===== src/rtl/sha256_msg_feeder.sv =====
// SHA-256 message feeder: turns a host word stream into padded 512-bit blocks
// served one word per core request, and captures the final chaining hash.
module sha256_msg_feeder (
  input  logic         clk,
  input  logic         reset,
  input  logic [31:0]  msg_data,
  input  logic         msg_valid,
  input  logic         msg_last,
  input  logic [2:0]   msg_bytes,
  output logic         msg_ready,
  input  logic         wrapper_data_request,
  output logic [31:0]  wrapper_data,
  output logic         wrapper_data_valid,
  output logic         core_start,
  input  logic         core_done,
  input  logic [255:0] hash_in,
  output logic [255:0] digest,
  output logic         digest_valid,
  output logic         busy
);

  typedef enum logic [1:0] {IDLE, START, FEED, WAIT_DONE} state_e;

  state_e         state_q, state_d;
  logic           pending_q, pending_d;
  logic [3:0]     index_q, index_d;
  logic [60:0]    byte_cnt_q, byte_cnt_d;
  logic           msg_phase_q, msg_phase_d;
  logic           pad_done_q, pad_done_d;
  logic           len_hi_sent_q, len_hi_sent_d;
  logic           final_blk_q, final_blk_d;
  logic [31:0]    wrapper_data_q, wrapper_data_d;
  logic           wrapper_data_valid_q, wrapper_data_valid_d;
  logic [255:0]   digest_q, digest_d;
  logic           digest_valid_q, digest_valid_d;

  logic           want;
  logic           serve;
  logic [2:0]     last_bytes;
  logic [31:0]    src_word;
  logic [63:0]    bit_len;

  // Source word for the current slot: message, pad marker, zero fill or length.
  // NOTE: every combinational output gets a default first so no latch is inferred.
  always_comb begin
    last_bytes = (msg_bytes > 3'd4) ? 3'd4 : msg_bytes;
    bit_len    = {byte_cnt_q, 3'b000};
    want       = (state_q == FEED) & (wrapper_data_request | pending_q);
    msg_ready  = want & msg_phase_q;
    serve      = want & (~msg_phase_q | msg_valid);
    src_word   = 32'h0;
    if (msg_phase_q) begin
      if (msg_last) begin
        case (last_bytes)
          3'd0:    src_word = 32'h8000_0000;
          3'd1:    src_word = {msg_data[31:24], 24'h80_0000};
          3'd2:    src_word = {msg_data[31:16], 16'h8000};
          3'd3:    src_word = {msg_data[31:8], 8'h80};
          default: src_word = msg_data;
        endcase
      end else begin
        src_word = msg_data;
      end
    end else if (!pad_done_q) begin
      src_word = 32'h8000_0000;
    end else if (index_q == 4'd14) begin
      src_word = bit_len[63:32];
    end else if (index_q == 4'd15 && len_hi_sent_q) begin
      src_word = bit_len[31:0];
    end
  end

  always_comb begin
    state_d              = state_q;
    pending_d            = pending_q;
    index_d              = index_q;
    byte_cnt_d           = byte_cnt_q;
    msg_phase_d          = msg_phase_q;
    pad_done_d           = pad_done_q;
    len_hi_sent_d        = len_hi_sent_q;
    final_blk_d          = final_blk_q;
    wrapper_data_d       = wrapper_data_q;
    wrapper_data_valid_d = 1'b0;
    digest_d             = digest_q;
    digest_valid_d       = digest_valid_q;
    core_start           = 1'b0;

    case (state_q)
      IDLE: begin
        if (msg_valid) begin
          state_d        = START;
          pending_d      = 1'b0;
          index_d        = 4'd0;
          byte_cnt_d     = 61'd0;
          msg_phase_d    = 1'b1;
          pad_done_d     = 1'b0;
          len_hi_sent_d  = 1'b0;
          final_blk_d    = 1'b0;
          digest_valid_d = 1'b0;
        end
      end
      START: begin
        core_start = 1'b1;
        state_d    = FEED;
      end
      FEED: begin
        if (serve) begin
          wrapper_data_d       = src_word;
          wrapper_data_valid_d = 1'b1;
          pending_d            = 1'b0;
          index_d              = index_q + 4'd1;
          if (msg_phase_q) begin
            byte_cnt_d = byte_cnt_q + (msg_last ? {58'd0, last_bytes} : 61'd4);
            if (msg_last) begin
              msg_phase_d = 1'b0;
              // A full last word leaves the 0x80 marker for its own slot.
              pad_done_d  = (last_bytes != 3'd4);
            end
          end else if (!pad_done_q) begin
            pad_done_d = 1'b1;
          end else if (index_q == 4'd14) begin
            len_hi_sent_d = 1'b1;
          end else if (index_q == 4'd15 && len_hi_sent_q) begin
            final_blk_d = 1'b1;
          end
          if (index_q == 4'd15) state_d = WAIT_DONE;
        end else if (want) begin
          pending_d = 1'b1;
        end
      end
      WAIT_DONE: begin
        if (core_done) begin
          if (final_blk_q) begin
            digest_d       = hash_in;
            digest_valid_d = 1'b1;
            state_d        = IDLE;
          end else begin
            state_d = START;
          end
        end
      end
    endcase
  end

  // NOTE: sequential state uses non-blocking assignments so every flop samples pre-edge values.
  always_ff @(posedge clk or posedge reset) begin
    if (reset) begin
      state_q              <= IDLE;
      pending_q            <= 1'b0;
      index_q              <= 4'd0;
      byte_cnt_q           <= 61'd0;
      msg_phase_q          <= 1'b0;
      pad_done_q           <= 1'b0;
      len_hi_sent_q        <= 1'b0;
      final_blk_q          <= 1'b0;
      wrapper_data_q       <= 32'h0;
      wrapper_data_valid_q <= 1'b0;
      digest_q             <= 256'h0;
      digest_valid_q       <= 1'b0;
    end else begin
      state_q              <= state_d;
      pending_q            <= pending_d;
      index_q              <= index_d;
      byte_cnt_q           <= byte_cnt_d;
      msg_phase_q          <= msg_phase_d;
      pad_done_q           <= pad_done_d;
      len_hi_sent_q        <= len_hi_sent_d;
      final_blk_q          <= final_blk_d;
      wrapper_data_q       <= wrapper_data_d;
      wrapper_data_valid_q <= wrapper_data_valid_d;
      digest_q             <= digest_d;
      digest_valid_q       <= digest_valid_d;
    end
  end

  assign wrapper_data       = wrapper_data_q;
  assign wrapper_data_valid = wrapper_data_valid_q;
  assign digest             = digest_q;
  assign digest_valid       = digest_valid_q;
  assign busy               = (state_q != IDLE);

endmodule


===== config.mk =====
export PLATFORM = sky130hd
export DESIGN_NAME = sha256_msg_feeder
export DESIGN_NICKNAME = d
export VERILOG_FILES = /design/src/rtl/sha256_msg_feeder.sv
export SDC_FILE = /design/constraint.sdc
export NUM_CORES = 1
export LEC_CHECK = 0
export ABC_AREA = 0
export BUFFER_PORTS_ARGS = -buffer_cell sky130_fd_sc_hd__buf_4
export CAP_MARGIN = 5
export CORE_AREA = 2 2 230 232
export DETAILED_ROUTE_END_ITERATION = 8
export DIE_AREA = 0 0 232 234
export PLACE_DENSITY = 0.56
export SLEW_MARGIN = 10
export SYNTH_ARGS = -nofsm -noshare
export SYNTH_HDL_FRONTEND = slang
export SYNTH_SLANG_ARGS = --single-unit

===== constraint.sdc =====
create_clock -name clk -period 38.2 [get_ports clk]
set_input_delay 7.64 -clock clk [delete_from_list [all_inputs] [get_ports clk]]
set_output_delay 7.64 -clock clk [all_outputs]
set_load 0.01 [all_outputs]

== Word-level counts from Yosys, hierarchy flattened ==
Cells that the tools add are included.
Widths: inputs -> output; s select.
Cells by class
  mux-type cells: 51
  bitwise operators: 6
  magnitude comparators: 1
  eq/ne operators: 22
  reductions and logical operators: 16
  add/sub/neg operators: 2
Operators by type and width (number)
  $mux 61: 3
  $mux 32: 5
  $pmux 32 s4: 1
  $pmux 61 s2: 1
  $add 61x3->61: 1
  $mux 1: 25
  $ne 2x2->1 const B: 8
  $reduce_and 4->1: 4
  $pmux 1 s2: 6
  $ne 3x3->1 const B: 3
  $reduce_and 3->1: 3
  $eq 4x4->1 const B: 2
  $mux 2: 4
  $mux 4: 2
  $pmux 2 s4: 1
  $pmux 4 s2: 1
  $reduce_and 7->1: 1
  $eq 3x2->1 const B: 2
  $mux 3: 2
  $ne 2x1->1 const B: 3
  $reduce_and 6->1: 1
  $reduce_bool 2->1: 3
  $add 4x1->4 const B: 1
  $eq 2x2->1 const B: 2
  10 further kinds: 13
Storage, ports and cells
  word-level logic and storage cells: 110
  output and inout bits: 293
  flip-flop bits (word level): 362

== Longest topological paths before layout ==
  depth after elaboration: 8
  gate-level depth with buffers: 11
  mapped depth without buffers: 11

== Least setup slack after synthesis ==
Ideal clock, no wire load.
  path kind: input to output
  start: in wrapper_data_request
  end: out msg_ready
  stages: 1
  path slack: 22.679 ns
  path buffers: 0
  data arrival time: 7.881 ns
  path through: o211a_1
Between the ends
  cells in the longest elaborated chain, start to end: 3
Ends and longest elaborated chain
  from (decl): line 11  | input logic wrapper_data_request,
  $or 1x1->1: line 48  | want = (state_q == FEED) & (wrapper_data_request | pending_q);
  $and 1x1->1: line 48
  $and 1x1->1: line 49  | msg_ready = want & msg_phase_q;
  to (decl): line 10  | output logic msg_ready,
No other way between the ends.

== Final worst setup path ==
Ends and elaborated chain as after synthesis.

==> impl_results.md <==
* IO Count at 590
* Final RePlAce weighted congestion at 0.789
* Crit. Startpoint: wrapper_data_request
* Die area at 0.0543 sq mm
* Site row count at 84
* Worst-path maximum fanout at 3
* Initial antenna violation count at 3
* Pin count of the biggest net entering global routing at 108
* Crit path required time at 30560 ps
* Post-Syn Area at 0.0150 sq mm
* Tmin final at 15780 ps
* Tcrit/Tclk final at 41.3%
* DIE HEIGHT at 234 um
* IO Port Bufs at 589
* Clk slew on worst S/H paths at 50 ps
* Post-CTS sizing at 0
* Total negative slack at 0 ps
* Clock power frac at 43.1%
* Relative slew slack at 35.1%
* DR DRC count at 0
* Critical Path AT at 8140 ps
* Ys flop type: dfrtp_1
* GRT Total Usage at 17.4%
* Sequential power share at 41.9%
* Vias per cell at 4.72
* LEAKAGE at 11.2 nW
* Post-synthesis register bit count at 362
* Reg-to-Reg Start: state_q[1]$_DFFE_PP0P_
* RSZ-0062 raised after global routing: false
* Worst skew pair latency at 570 ps
* Clk root buf: clkbuf_16
* Sw Pwr at 0.273 mW
* Number of routed nets with antenna violations at 0
* Wire per inst at 20.1 um
* Chip Width at 232 um
* Max Clk Rate at 0.0634 GHz
* Nets at 2039
* Vias in the first global route at 11873
* Mean post-synth cell area at 13.1 sq um
* Comb power frac at 15.1%
* Post-DP HPWL at 36900 um
* Pre-CTS setup slack at 22430 ps
* Area growth from synthesis to layout at 44.6%
* Hold Startpoint: wrapper_data[20]$_DFFE_PP0P_
* H-tree depth at 2
* Seq/Total Area, Yosys at 60.3%
* Met1 wire length at 19100 um
* Number of buffers created by CTS at 44
* DR vias at 11604
* Post-CTS setup buffers at 0
* Ys async rst share at 100%
* Worst setup margin at 22420 ps
* Hold Fails Final Rpt at 0
* Layout cells sized above 1 at 53.9%
* Maximum clock path buffer count at 3
* CTS tree: done
* Power per standard cell area at 47.3 mW/mm^2
* WL met2 at 24800 um
* YS warnings at 0
* First-pass GRT wire length at 71900 um
* Starting Density at 28.9%
* Switching Share at 26.6%
* Status: finished clean
* Crit Path Class: in -> out
* EDFF count, synth at 0
* Hold Path Class: reg -> reg
* Internal power at 0.754 mW
* Max Used Layer: met4
* Met3 routed WL at 4050 um
* Final Max Tran Viols at 0
* Critical path launch point type: input port
* Final WL at 49300 um
* Post-Syn Nets at 1454
* GRT overflow at 0
* Post-CTS Hold Buffers at 0
* Setup Skew at 26.8 ps
* Final setup fails at 0
* Core ar. at 0.0520 sq mm
* Mapped Cells at 1147
* Iter 0 DRT Violations at 658
* Worst setup EP type: primary output
* CTS Sinks at 362
* Max cap viols at 0
* Utilization after layout at 41.8%
* Maximum vdd drop at 0.0298 mV
* Slew @ Worst Pin at 974 ps
* DRT Pass-1 Iters at 7
* Post-synthesis cell type count at 52
-- power by group through the flow --
stage | clock, mW | sequential (mW) | combinational (mW)
finish | 0.442 | 0.430 | 0.155
CTS | 0.454 | 0.430 | 0.158
global route | 0.470 | 0.433 | 0.171
floorplan | 0 | 0.442 | 0.0665
global placement | 0 | 0.435 | 0.156
detailed placement | 0 | 0.437 | 0.157
-- per-stage QoR --
step	area, sq um	hold WS [ps]	instances	power (mW)
CTS	21700	487	2453	1.04
global route	21700	503	2456	1.07
floorplan	15000	468	1147	0.508
detailed placement	20200	474	2374	0.594
finish	21700	482	2456	1.03
global placement	20200	466	2374	0.591
-- cell usage after synthesis, types with 9 or more instances --
| cell type | instances | area [sq um] |
|---|---|---|
| mux2_2 | 260 | 2930 |
| nand2_1 | 78 | 293 |
| a21oi_1 | 22 | 110 |
| or3_1 | 14 | 87.6 |
| o21ai_0 | 48 | 240 |
| xnor2_1 | 20 | 175 |
| nor2_1 | 59 | 221 |
| nor3_1 | 18 | 90.1 |
| inv_1 | 15 | 56.3 |
| a222oi_1 | 27 | 270 |
| and3_1 | 9 | 56.3 |
| dfrtp_1 | 362 | 9060 |
| xor2_1 | 23 | 201 |
| nand4_1 | 20 | 125 |
| nand3_1 | 27 | 135 |
| clkbuf_1 | 54 | 203 |
| ha_1 | 9 | 113 |
-- flip-flops by register name (all words and copies together), names as in the netlist --
name and count:
byte_cnt_q 61, digest_valid 1, final_blk_q 1, index_q 4
msg_phase_q 1, len_hi_sent_q 1, wrapper_data_valid 1, digest 256
state_q 2, pending_q 1, pad_done_q 1, wrapper_data 32
-- cells by family after synthesis --
| kind of cell | synth area share [%] |
|---|---|
| xor gates and xnor gates | 2.51 |
| AOI/OAI and AO/OA | 5.59 |
| adders and majority gates | 0.883 |
| muxes | 19.8 |
| and+or+nand+nor | 8.93 |
| DFF | 60.3 |
| buffers and inverters | 1.96 |
-- layout by cell type (no fill, tap or decap), drive strengths merged, types with 5 or more instances in the layout --
master  netlist  final
o21ai        49     49
bufinv        0      5
and3          9      9
inv          16     18
mux2        260    260
nand4        22     22
clkbuf       54     58
buf           7    600
a21oi        22     22
a22oi         5      5
nand2b        5      5
a222oi       27     27
and4          6      6
mux2i         5      5
clkinv        0     14
or3          14     14
ha            9      9
nor2         60     60
xor2         23     23
xnor2        20     20
nor2b         6      6
nor4          7      7
nor3         20     20
nand2        78     78
o211ai        6      6
dfrtp       362    362
nand3        29     29
-- path summary, 6_finish.rpt --
check | end | slack [ps] | depth (start not counted)
worst max register to register | digest[240]$_DFFE_PP0P_ | 34570 | 5
max in group asynchronous | wrapper_data[17]$_DFFE_PP0P_ | 28880 | 4
worst min register to register | wrapper_data[20]$_DFFE_PP0P_ | 480 | 2
worst min-delay path | wrapper_data[20]$_DFFE_PP0P_ | 480 | 2
min in group asynchronous | pending_q$_DFFE_PP0P_ | 7230 | 2
worst max-delay path | msg_ready | 22420 | 3
-- per-layer routing --
layer  vias to the layer above  GRT usage, %
met2                       428          29.0
met5                         -             0
li1                       5298             -
met4                         0          6.25
met1                      5800          20.9
met3                        78          5.80
-- critical path, stage by stage --
cell and delay [ps]:
buf_4 120, o211a_1 230, buf_4 150
-- cell type report --
type                            instances  area (sq um)
Antenna cell                            3          7.51
Clock buffer                           58          1290
Clock inverter                         21           253
Fill cell                            4979         30300
Inverter                               16          67.6
Multi-Input combinational cell        708          5690
Sequential cell                       362          9060
Tap cell                              688           861
Timing Repair Buffer                  600          4500
(Power assumes the default switching activity.)
